--- config.mk ---
export PLATFORM = sky130hd
export DESIGN_NAME = uart_rx_ext_flat
export DESIGN_NICKNAME = d
export VERILOG_FILES = /design/src/rtl/uart_pkg.sv /design/src/rtl/uart_rx_ext_if.sv /design/src/rtl/uart_rx_sampler.sv /design/src/rtl/uart_rx_ext.sv /design/src/flat_wrapper.sv
export SDC_FILE = /design/constraint.sdc
export NUM_CORES = 1
export LEC_CHECK = 0
export ABC_AREA = 1
export BUFFER_PORTS_ARGS = -buffer_cell sky130_fd_sc_hd__buf_2
export CAP_MARGIN = 10
export CORE_ASPECT_RATIO = 0.5
export CORE_MARGIN = 5
export CORE_UTILIZATION = 28
export CTS_BUF_LIST = sky130_fd_sc_hd__clkbuf_8 sky130_fd_sc_hd__clkbuf_16
export DETAILED_ROUTE_END_ITERATION = 7
export HOLD_SLACK_MARGIN = 0.03
export PLACE_DENSITY = 0.4
export SLEW_MARGIN = 15
export SYNTH_ARGS = -nofsm -noshare
export SYNTH_HDL_FRONTEND = slang
export SYNTH_SLANG_ARGS = --single-unit
--- constraint.sdc ---
create_clock -name sys_clk -period 2.5 [get_ports sys_clk]
set_input_delay 0 -clock sys_clk [delete_from_list [all_inputs] [get_ports sys_clk]]
set_output_delay 0 -clock sys_clk [all_outputs]
set_load 0.02 [all_outputs]
--- src/rtl/uart_pkg.sv ---
// Shared types and baud arithmetic for the UART receiver.
// The PARITY state exists only when UART_RX_PARITY_EN is defined.
package uart_pkg;

  typedef enum logic [2:0] {
    IDLE   = 3'd0,
    START  = 3'd1,
    DATA   = 3'd2,
`ifdef UART_RX_PARITY_EN
    PARITY = 3'd3,
`endif
    STOP   = 3'd4
  } rx_state_e;

  function automatic int calc_baud_cnt_max(input int clk_freq, input int bps);
    return clk_freq / bps;
  endfunction

  function automatic int calc_mid(input int baud_cnt_max);
    return baud_cnt_max / 2 - 1;
  endfunction

endpackage

--- src/rtl/uart_rx_ext_if.sv ---
// Received-word handshake bundle: the receiver drives the master side,
// the consumer drives po_ready from the slave side.
interface uart_rx_ext_if #(
  parameter int DATA_BITS = 8
);
  logic [DATA_BITS-1:0] po_data;
  logic                 po_valid;
  logic                 po_ready;
  logic                 po_frame_err;
  logic                 po_par_err;
  logic                 overrun;

  modport master (
    output po_data, po_valid, po_frame_err, po_par_err, overrun,
    input  po_ready
  );

  modport slave (
    input  po_data, po_valid, po_frame_err, po_par_err, overrun,
    output po_ready
  );
endinterface

--- src/rtl/uart_rx_sampler.sv ---
// Baud counter plus 2-of-3 majority vote around the bit centre.
// Counter is held at zero while en_i is low; bit_tick fires at MID+1.
module uart_rx_sampler
  import uart_pkg::*;
#(
  parameter int CLK_FREQ = 50_000_000,
  parameter int UART_BPS = 9600
) (
  input  logic sys_clk,
  input  logic sys_rst_n,
  input  logic en_i,
  input  logic rx_sync_i,
  output logic bit_tick,
  output logic bit_val
);

  localparam int BAUD_CNT_MAX = calc_baud_cnt_max(CLK_FREQ, UART_BPS);
  localparam int MID          = calc_mid(BAUD_CNT_MAX);
  localparam int CNT_W        = $clog2(BAUD_CNT_MAX);

  localparam logic [CNT_W-1:0] CNT_LAST = CNT_W'(BAUD_CNT_MAX - 1);
  localparam logic [CNT_W-1:0] SAMP_A   = CNT_W'(MID - 1);
  localparam logic [CNT_W-1:0] SAMP_B   = CNT_W'(MID);
  localparam logic [CNT_W-1:0] SAMP_C   = CNT_W'(MID + 1);

  logic [CNT_W-1:0] cnt_q, cnt_d;
  logic [1:0]       samp_q, samp_d;

  function automatic logic vote3(input logic a, input logic b, input logic c);
    return (a & b) | (a & c) | (b & c);
  endfunction

  always_comb begin
    cnt_d  = '0;
    samp_d = samp_q;
    if (en_i) begin
      cnt_d = (cnt_q == CNT_LAST) ? '0 : cnt_q + CNT_W'(1);
      if (cnt_q == SAMP_A) samp_d[0] = rx_sync_i;
      if (cnt_q == SAMP_B) samp_d[1] = rx_sync_i;
    end
  end

  always_ff @(posedge sys_clk or negedge sys_rst_n) begin
    if (!sys_rst_n) begin
      cnt_q  <= '0;
      samp_q <= 2'b11;
    end else begin
      cnt_q  <= cnt_d;
      samp_q <= samp_d;
    end
  end

  // Third vote is the live synchronised line at the tick count itself.
  assign bit_tick = en_i && (cnt_q == SAMP_C);
  assign bit_val  = vote3(samp_q[0], samp_q[1], rx_sync_i);

endmodule

--- src/rtl/uart_rx_ext.sv ---
// UART receiver with majority sampling, framing/parity flags and a
// non-stalling valid/ready output. Optional parity stage: UART_RX_PARITY_EN.
module uart_rx_ext
  import uart_pkg::*;
#(
  parameter int CLK_FREQ   = 50_000_000,
  parameter int UART_BPS   = 9600,
  parameter int DATA_BITS  = 8,
  parameter int STOP_BITS  = 1,
  parameter int PARITY_ODD = 0
) (
  input  logic            sys_clk,
  input  logic            sys_rst_n,
  input  logic            rx,
  uart_rx_ext_if.master   po_if
);

  localparam int BIT_W = $clog2(DATA_BITS);
  localparam logic [BIT_W-1:0] BIT_LAST  = BIT_W'(DATA_BITS - 1);
  localparam logic             STOP_LAST = 1'(STOP_BITS - 1);

  logic rx_meta_q, rx_sync_q, rx_hist_q;
  logic start_cond, bit_tick, bit_val, frame_done;

  rx_state_e            state_q, state_d;
  logic [BIT_W-1:0]     bit_cnt_q, bit_cnt_d;
  logic                 stop_cnt_q, stop_cnt_d;
  logic [DATA_BITS-1:0] shift_q, shift_d;
  logic                 ferr_q, ferr_d;
`ifdef UART_RX_PARITY_EN
  logic                 perr_q, perr_d;
  logic                 operr_q, operr_d;
`endif

  logic [DATA_BITS-1:0] data_q, data_d;
  logic                 valid_q, valid_d;
  logic                 oferr_q, oferr_d;
  logic                 ovr_q, ovr_d;

  assign start_cond = rx_hist_q & ~rx_sync_q;

  uart_rx_sampler #(
    .CLK_FREQ (CLK_FREQ),
    .UART_BPS (UART_BPS)
  ) u_sampler (
    .sys_clk   (sys_clk),
    .sys_rst_n (sys_rst_n),
    .en_i      (state_q != IDLE),
    .rx_sync_i (rx_sync_q),
    .bit_tick  (bit_tick),
    .bit_val   (bit_val)
  );

  always_comb begin
    state_d    = state_q;
    bit_cnt_d  = bit_cnt_q;
    stop_cnt_d = stop_cnt_q;
    shift_d    = shift_q;
    ferr_d     = ferr_q;
    frame_done = 1'b0;
`ifdef UART_RX_PARITY_EN
    perr_d     = perr_q;
`endif
    case (state_q)
      IDLE:  if (start_cond) state_d = START;
      START: if (bit_tick) begin
        if (bit_val) begin
          state_d = IDLE;
        end else begin
          state_d   = DATA;
          bit_cnt_d = '0;
          ferr_d    = 1'b0;
`ifdef UART_RX_PARITY_EN
          perr_d    = 1'b0;
`endif
        end
      end
      DATA: if (bit_tick) begin
        shift_d   = {bit_val, shift_q[DATA_BITS-1:1]};
        bit_cnt_d = bit_cnt_q + BIT_W'(1);
        if (bit_cnt_q == BIT_LAST) begin
          stop_cnt_d = 1'b0;
`ifdef UART_RX_PARITY_EN
          state_d    = PARITY;
`else
          state_d    = STOP;
`endif
        end
      end
`ifdef UART_RX_PARITY_EN
      PARITY: if (bit_tick) begin
        perr_d  = ((^shift_q) ^ bit_val) != PARITY_ODD[0];
        state_d = STOP;
      end
`endif
      STOP: if (bit_tick) begin
        ferr_d     = ferr_q | ~bit_val;
        stop_cnt_d = stop_cnt_q + 1'b1;
        if (stop_cnt_q == STOP_LAST) begin
          state_d    = IDLE;
          frame_done = 1'b1;
        end
      end
      default: state_d = IDLE;
    endcase
  end

  // A completed frame loads only if the output slot is free or being drained.
  always_comb begin
    data_d  = data_q;
    valid_d = valid_q;
    oferr_d = oferr_q;
    ovr_d   = 1'b0;
`ifdef UART_RX_PARITY_EN
    operr_d = operr_q;
`endif
    if (valid_q && po_if.po_ready) valid_d = 1'b0;
    if (frame_done) begin
      if (!valid_q || po_if.po_ready) begin
        data_d  = shift_q;
        oferr_d = ferr_d;
        valid_d = 1'b1;
`ifdef UART_RX_PARITY_EN
        operr_d = perr_q;
`endif
      end else begin
        ovr_d = 1'b1;
      end
    end
  end

  always_ff @(posedge sys_clk or negedge sys_rst_n) begin
    if (!sys_rst_n) begin
      rx_meta_q  <= 1'b1;
      rx_sync_q  <= 1'b1;
      rx_hist_q  <= 1'b1;
      state_q    <= IDLE;
      bit_cnt_q  <= '0;
      stop_cnt_q <= 1'b0;
      shift_q    <= '0;
      ferr_q     <= 1'b0;
      data_q     <= '0;
      valid_q    <= 1'b0;
      oferr_q    <= 1'b0;
      ovr_q      <= 1'b0;
`ifdef UART_RX_PARITY_EN
      perr_q     <= 1'b0;
      operr_q    <= 1'b0;
`endif
    end else begin
      rx_meta_q  <= rx;
      rx_sync_q  <= rx_meta_q;
      rx_hist_q  <= rx_sync_q;
      state_q    <= state_d;
      bit_cnt_q  <= bit_cnt_d;
      stop_cnt_q <= stop_cnt_d;
      shift_q    <= shift_d;
      ferr_q     <= ferr_d;
      data_q     <= data_d;
      valid_q    <= valid_d;
      oferr_q    <= oferr_d;
      ovr_q      <= ovr_d;
`ifdef UART_RX_PARITY_EN
      perr_q     <= perr_d;
      operr_q    <= operr_d;
`endif
    end
  end

  assign po_if.po_data      = data_q;
  assign po_if.po_valid     = valid_q;
  assign po_if.po_frame_err = oferr_q;
  assign po_if.overrun      = ovr_q;
`ifdef UART_RX_PARITY_EN
  assign po_if.po_par_err   = operr_q;
`else
  // Without a parity stage the sense parameter has no influence on the flag.
  assign po_if.po_par_err   = 1'b0 & PARITY_ODD[0];
`endif

endmodule

--- src/flat_wrapper.sv ---
// flat-port wrapper written by rule: the top's interface ports become plain ports
module uart_rx_ext_flat import uart_pkg::*;
#(
  parameter int CLK_FREQ   = 50_000_000,
  parameter int UART_BPS   = 9600,
  parameter int DATA_BITS  = 8,
  parameter int STOP_BITS  = 1,
  parameter int PARITY_ODD = 0
)
  (sys_clk, sys_rst_n, rx, po_if_po_data, po_if_po_valid, po_if_po_frame_err, po_if_po_par_err, po_if_overrun, po_if_po_ready);
  uart_rx_ext_if #(.DATA_BITS(DATA_BITS)) po_if_i ();
  input  logic sys_clk;
  input  logic sys_rst_n;
  input  logic rx;
  output wire logic [$bits(po_if_i.po_data)-1:0] po_if_po_data;
  output wire logic [$bits(po_if_i.po_valid)-1:0] po_if_po_valid;
  output wire logic [$bits(po_if_i.po_frame_err)-1:0] po_if_po_frame_err;
  output wire logic [$bits(po_if_i.po_par_err)-1:0] po_if_po_par_err;
  output wire logic [$bits(po_if_i.overrun)-1:0] po_if_overrun;
  input wire logic [$bits(po_if_i.po_ready)-1:0] po_if_po_ready;
  assign po_if_po_data = po_if_i.po_data;
  assign po_if_po_valid = po_if_i.po_valid;
  assign po_if_po_frame_err = po_if_i.po_frame_err;
  assign po_if_po_par_err = po_if_i.po_par_err;
  assign po_if_overrun = po_if_i.overrun;
  assign po_if_i.po_ready = po_if_po_ready;
  uart_rx_ext #(.CLK_FREQ(CLK_FREQ), .UART_BPS(UART_BPS), .DATA_BITS(DATA_BITS), .STOP_BITS(STOP_BITS), .PARITY_ODD(PARITY_ODD)) u_core (.sys_clk(sys_clk), .sys_rst_n(sys_rst_n), .rx(rx), .po_if(po_if_i));
endmodule
# After elaboration in Yosys (flattened, before gate mapping)

Index checks and enable logic that the tools add are counted.

Bits in registers: 45
Logic and storage cells: 87
Input bits: 4

Bitwise logic cells: 9
Equal/unequal tests: 15
Add/sub/neg operators: 3
Muxes and demuxes: 30
Reductions and logical operators: 15

Operator list:

| kind                                                                    | number |
|---|---|
| 13-bit by 12-bit equality test with 1-bit output, second input constant | 3 |
| 3-bit two-way mux                                                       | 9 |
| 13-bit two-way mux                                                      | 2 |
| 1-bit two-way mux                                                       | 14 |
| 13-bit by 1-bit adder with 13-bit output, second input constant         | 1 |
| 13-bit equality test, second input constant                             | 1 |
| 3-bit case mux with 4 select lines                                      | 1 |
| 2-bit by 1-bit != test with 1-bit output, second input constant         | 5 |
| 2-bit AND reduction                                                     | 4 |
| 4-bit AND reduction                                                     | 2 |
| 3-bit equality test, second input constant                              | 2 |
| 3-bit case mux with 2 select lines                                      | 1 |
| 6-bit AND reduction                                                     | 1 |
| 1-bit bitwise AND                                                       | 4 |
| 2-bit != test, second input constant                                    | 2 |
| 1-bit case mux with 2 select lines                                      | 2 |
| 2-bit nonzero test                                                      | 2 |
| 3-bit by 1-bit adder with 3-bit output, second input constant           | 1 |
| 3-bit by 1-bit equality test with 1-bit output, second input constant   | 1 |
| 3-bit by 2-bit equality test with 1-bit output, second input constant   | 1 |
| 3-bit logical NOT                                                       | 1 |
| 1-bit OR                                                                | 3 |
| 3-bit nonzero test                                                      | 1 |
| 1-bit logical AND                                                       | 2 |
| other kinds (5)                                                         | 6 |

# Logic depth before layout (Yosys ltp)

Word-level depth: 7
Mapped depth: 11
Gate-level depth less buffers: 11

# Hierarchy

A second synthesis with hierarchy kept.

Cell total of the unflattened synthesis: 271
Area, all modules: 2249.7 µm²

By module, submodules not included:

| module          | times used | area each (µm²) | cells each |
|---|---|---|---|
| uart_rx_ext     | 1          | 1318.8          | 138 |
| uart_rx_sampler | 1          | 930.9           | 133 |

# Worst setup path before layout

OpenSTA, ideal clock, no wires.

Kind: reg2reg
From: register u_core.u_sampler.cnt_q[0]
To: register u_core.data_q[1] (netlist: u_core.po_if.po_data[1])
Path slack: 0.930 ns
Clock period less this slack: 1.570 ns
Arrival: 1.453 ns
Stages on the path, launching flop included: 11
Cell sequence: dfrtp_1 > inv_1 > ha_1 > nand2_1 > nor2_1 > nand3_1 > nor2_4 > nand3_4 > buf_6 > o21ai_1 > inv_1

Cells in the longest elaborated chain, start to end: 5

RTL lines:

| what                                             | RTL line              | RTL |
|---|---|---|
| start: declaration                               | uart_rx_sampler.sv:26 | `logic [CNT_W-1:0] cnt_q, cnt_d;` |
| start signal: assignment                         | uart_rx_sampler.sv:48 | `cnt_q <= cnt_d;` |
| 13-bit by 12-bit equality test with 1-bit output | uart_rx_sampler.sv:54 | `assign bit_tick = en_i && (cnt_q == SAMP_C);` |
| 1-bit logical AND                                | uart_rx_sampler.sv:54 |  |
| 1-bit two-way mux                                | uart_rx_ext.sv:96     | `STOP: if (bit_tick) begin` |
| 1-bit two-way mux                                | uart_rx_ext.sv:64     | `case (state_q)` |
| 2-bit AND reduction (no line)                    | --                    |  |
| end signal: assignment                           | uart_rx_ext.sv:159    | `data_q <= data_d;` |
| end: declaration                                 | uart_rx_ext.sv:35     | `logic [DATA_BITS-1:0] data_q, data_d;` |

Every way passes these cells.
A chain may end at the register's enable or synchronous reset.

# Worst setup path in the final report

From: register u_core.u_sampler.cnt_q[0]
To: register u_core.bit_cnt_q[2]

Cells in the longest elaborated chain, start to end: 4
Elaborated cells on any way between the ends: 5
Those cells by class: eq/ne (3); reduce/logical (2)

RTL lines:

| what                                                 | RTL line              | RTL |
|---|---|---|
| 13-bit by 12-bit equality test with 1-bit output (*) | uart_rx_sampler.sv:54 |  |
| 1-bit logical AND (*)                                | uart_rx_sampler.sv:54 |  |
| 2-bit by 1-bit != test with 1-bit output (no line)   | --                    |  |
| 4-bit AND reduction (no line) (*)                    | --                    |  |
| end signal: assignment                               | uart_rx_ext.sv:155    | `bit_cnt_q <= bit_cnt_d;` |
| end: declaration                                     | uart_rx_ext.sv:26     | `logic [BIT_W-1:0] bit_cnt_q, bit_cnt_d;` |

Every way passes the cells marked *; elsewhere a longest branch is shown, timed or not.

==> implementation parameters <==
Parameter                              Value

Outcome
  Result of the run ... finished, final reports clean

STA
  Setup TNS ... 0 ps
  Min Tclk post-route ... ~1800 ps
  Worst hold margin ... roughly 73 ps
  Clock skew ... 8.86 ps
  Max-slew headroom at the worst pin ... 61.8%
  Final setup violating endpoints ... 0
  Post-route fraction of the period consumed by the critical path ... a little over two thirds
  Fmax ... 571 MHz
  RSZ-0062 raised after global routing ... false
  Worst Tran Pin Value ... about 570 ps
  Number of pins exceeding their max-slew limit in the final report ... 0
  Final number of hold-violating endpoints ... 0

Floorplan
  Floorplan die width ... around 140 microns
  Top Ports ... 16
  Std-Cell Rows ... 23
  Core area ... between 8000 and 9000 sq um
  Initial Util ... approximately 29%
  Die Area ... roughly 10,000 sq um
  Vertical die dimension ... 74.3 microns

Route
  Antenna-violating nets left ... 0
  Initial drt markers ... approximately 120
  DRC violation count after routing ... 0
  Wire length per cell ... around 11 microns
  Total via count after detailed routing ... between 1.5k and 2k
  Routed via count divided by cell count ... approximately 4.3
  DRT Wirelength ... roughly 4700 microns
  DR pass1 iterations ... 4

Final layout
  Final antenna diode count ... 0
  Count of fill cells added during filler insertion ... about 840
  Share of post-route cells with drive strength above 1 ... between 10% and 20%
  Layout Area Growth over Synthesis ... 16.7%
  Area of the multi-input gates ... about 970 sq um
  Nets@finish ... 308
  Total area of sequential cells ... ~1100 sq um

Clock network
  Maximum buffer depth of the clock tree ... 2
  Quantity of gates resized following cts ... 0
  CTS tree ... built
  Clock slew at reported path FFs ... ~60 ps
  Sinks on the clock net ... 45
  Number of clock buffers inserted by TritonCTS ... 5
  Number of levels the H-tree was split into ... 2
  Clock Latency Late Sink ... 280 ps
  Clk root buf ... clkbuf_16

Synthesis
  Share of synthesized area occupied by flip-flops and latches ... approximately half
  Flops & latches, synth ... between 40 and 50
  Leading post-synthesis cells by cell area ... dfrtp_1 (43%), nand2_1 (11%), inv_1 (6.2%)
  Cell taking the most area after synthesis ... dfrtp_1
  Total of warnings raised by yosys ... 0
  Syn Inst Count ... ~280
  Share of the synthesized area in the top cell type ... 43.3%
  Unique cell type count in the Yosys netlist ... 30
  Number of nets produced by synthesis ... 287
  Synthesized area per cell ... just over 8 sq um
  Post-Synthesis Cell Area ... around 2300 sq um

Setup path
  Slowest cell on the critical path ... dfrtp_1
  Worst-path maximum fanout ... 11
  Series of cell instances along the critical path ... inv_1 -> ha_1 -> nand3_1 -> nor2_4 -> nand2_4 -> nor2_8 -> inv_4 -> nand2_2 -> inv_2 -> nand2_1 -> nand2_1
  Nature of the critical path startpoint ... register
  CP arrival ... approximately 1900 ps
  Crit-path leading delay family ... simple AND/OR/NAND/NOR gates
  Worst path buffer plus inverter count ... 3
  Category of the worst setup path capture point ... register
  Setup CP Type ... register to register
  Data required time of the worst path ... between 2000 and 3000 ps
  Library cell appearing most often on the critical path ... nand2_1
  Highest cell delay on the worst timing path ... just over 400 ps

Placement
  Post-DP HPWL ... around 3500 microns
  Final GP Congestion ... roughly 0.84
  Number of I/O port buffers ... 14

Pwr
  Maximum vdd ir drop ... roughly 0.25 mV
  Leakage power of the design ... ~1.2 nW
  PwrDens ... ~750 nW/um^2

GRT
  Overflow left after global routing ... 0
  Antenna violations before repair ... 0
  Global-route met2 utilization ... 17.5%
  First-pass GRT wire length ... about 8600 microns
  Layer carrying the most global-route usage ... met2
  Global Route met1 Usage ... between 10% and 20%
  Via count of the first global-routing pass ... about 1.8k
  Global Route Usage Sum ... roughly a tenth
  Maximum number of pins on one net before global-route repair ... 46
  Met3 capacity usage during global routing ... approximately 3.1%

Flow run
  Count of max-cap constraint violations ... 0

Hold path
  Worst hold path type ... primary input to register
## through the flow
stage	cells	setup WS, ps	util (%)	cell area (sq um)	power [mW]
after global placement	402	734	31.2	2500	1.28
after floorplan	278	930	-	2310	1.13
final	412	747	33.6	2700	2.02
after detailed placement	402	718	31.2	2500	1.28
after CTS	412	704	33.6	2700	2.06
after global routing	412	543	33.6	2700	2.16
## final timing paths
check	from	end	slack, ps	depth (start not counted)
max	u_core.u_sampler.cnt_q[0]	u_core.bit_cnt_q[2]	750	11
min	po_if_po_ready	u_core.po_if.po_frame_err	70	5
max reg2reg	u_core.u_sampler.cnt_q[0]	u_core.bit_cnt_q[2]	750	11
min reg2reg	u_core.rx_meta_q	u_core.rx_sync_q	360	0
max in group asynchronous	sys_rst_n	u_core.u_sampler.cnt_q[11]	1850	2
min in group asynchronous	sys_rst_n	u_core.bit_cnt_q[0]	260	2
## kinds of logic after synthesis
| family | share of synthesized area, % |
|---|---|
| AOI/OAI and AO/OA | 5.95 |
| xor gates and xnor gates | 2.27 |
| adders and majority gates | 2.71 |
| buffers and inverters | 9.25 |
| DFF | 49.0 |
| muxes | 0.974 |
| other | 0.162 |
| and+or+nand+nor | 29.7 |
## Yosys cell counts
master,number
nand2_1,65
dfrtp_1,40
inv_1,38
nor2_1,28
nand3_1,19
nor3_1,11
o21ai_1,10
inv_2,8
nand4_1,8
o21ai_0,6
xor2_1,6
dfstp_2,5
ha_1,5
nor2_4,4
o21ai_2,4
a21oi_1,3
nor4_1,3
buf_6,2
nand2_2,2
buf_2,1
buf_4,1
conb_1,1
inv_4,1
mux2i_4,1
nand2_4,1
nand3_4,1
nor2_2,1
nor2_8,1
o211ai_1,1
or2_2,1
## power by group
part | leakage, nW | total (mW) | internal, mW | switching (mW)
Sequential | 0.563 | 0.831 | 0.781 | 0.0496
Combinational | 0.583 | 0.430 | 0.132 | 0.298
Clock | 0.0883 | 0.763 | 0.495 | 0.268
Total | 1.23 | 2.02 | 1.41 | 0.616
## routing by layer
metal	routed length (microns)	up-vias
li1	-	918
met4	49	0
met3	139	5
met1	2410	812
met2	2120	18
met5	0	-
## layout make-up
cell class	instances	area share (%)
Clock buffer	6	5.15
Clock inverter	2	1.25
Inverter	47	6.63
Multi-Input combinational cell	182	35.8
Sequential cell	45	42.0
Tap cell	112	5.19
Timing Repair Buffer	18	3.99
## worst reg2reg max path, stage by stage (launching register included)
cell and delay, ps:
dfrtp_1 410, inv_1 130, ha_1 180, nand3_1 120, nor2_4 160, nand2_4 90, nor2_8 180, inv_4 120
nand2_2 120, inv_2 40, nand2_1 50, nand2_1 50
## registers in the layout, summed over array words and instances (netlist names), 2 cells and up
signal                   cells
u_core.state_q               3
u_core.u_sampler.cnt_q      13
u_core.po_if.po_data         8
u_core.bit_cnt_q             3
u_core.shift_q               8
u_core.u_sampler.samp_q      2
## placed cells by master, fill, tap and decap left out, types with 2 or more instances in the layout
master / count
inv_1: 39
o21ai_1: 10
nor3_1: 11
nand2_1: 65
clkbuf_16: 5
a21oi_1: 3
o21ai_2: 4
nor4_1: 3
dlygate4sd3_1: 2
nor2_1: 28
buf_2: 13
nand3_1: 19
buf_4: 3
dfrtp_1: 40
xor2_1: 6
o21ai_0: 6
nor2_4: 4
dfstp_2: 5
nand4_1: 8
nand2_2: 2
inv_2: 8
ha_1: 5
## what timing repair did
item / CTS / global route
setup buffers: 0 / 0
hold buffers: 2 / 0
hold endpoints to repair: 41 / 0
(Power assumes the default switching activity.)
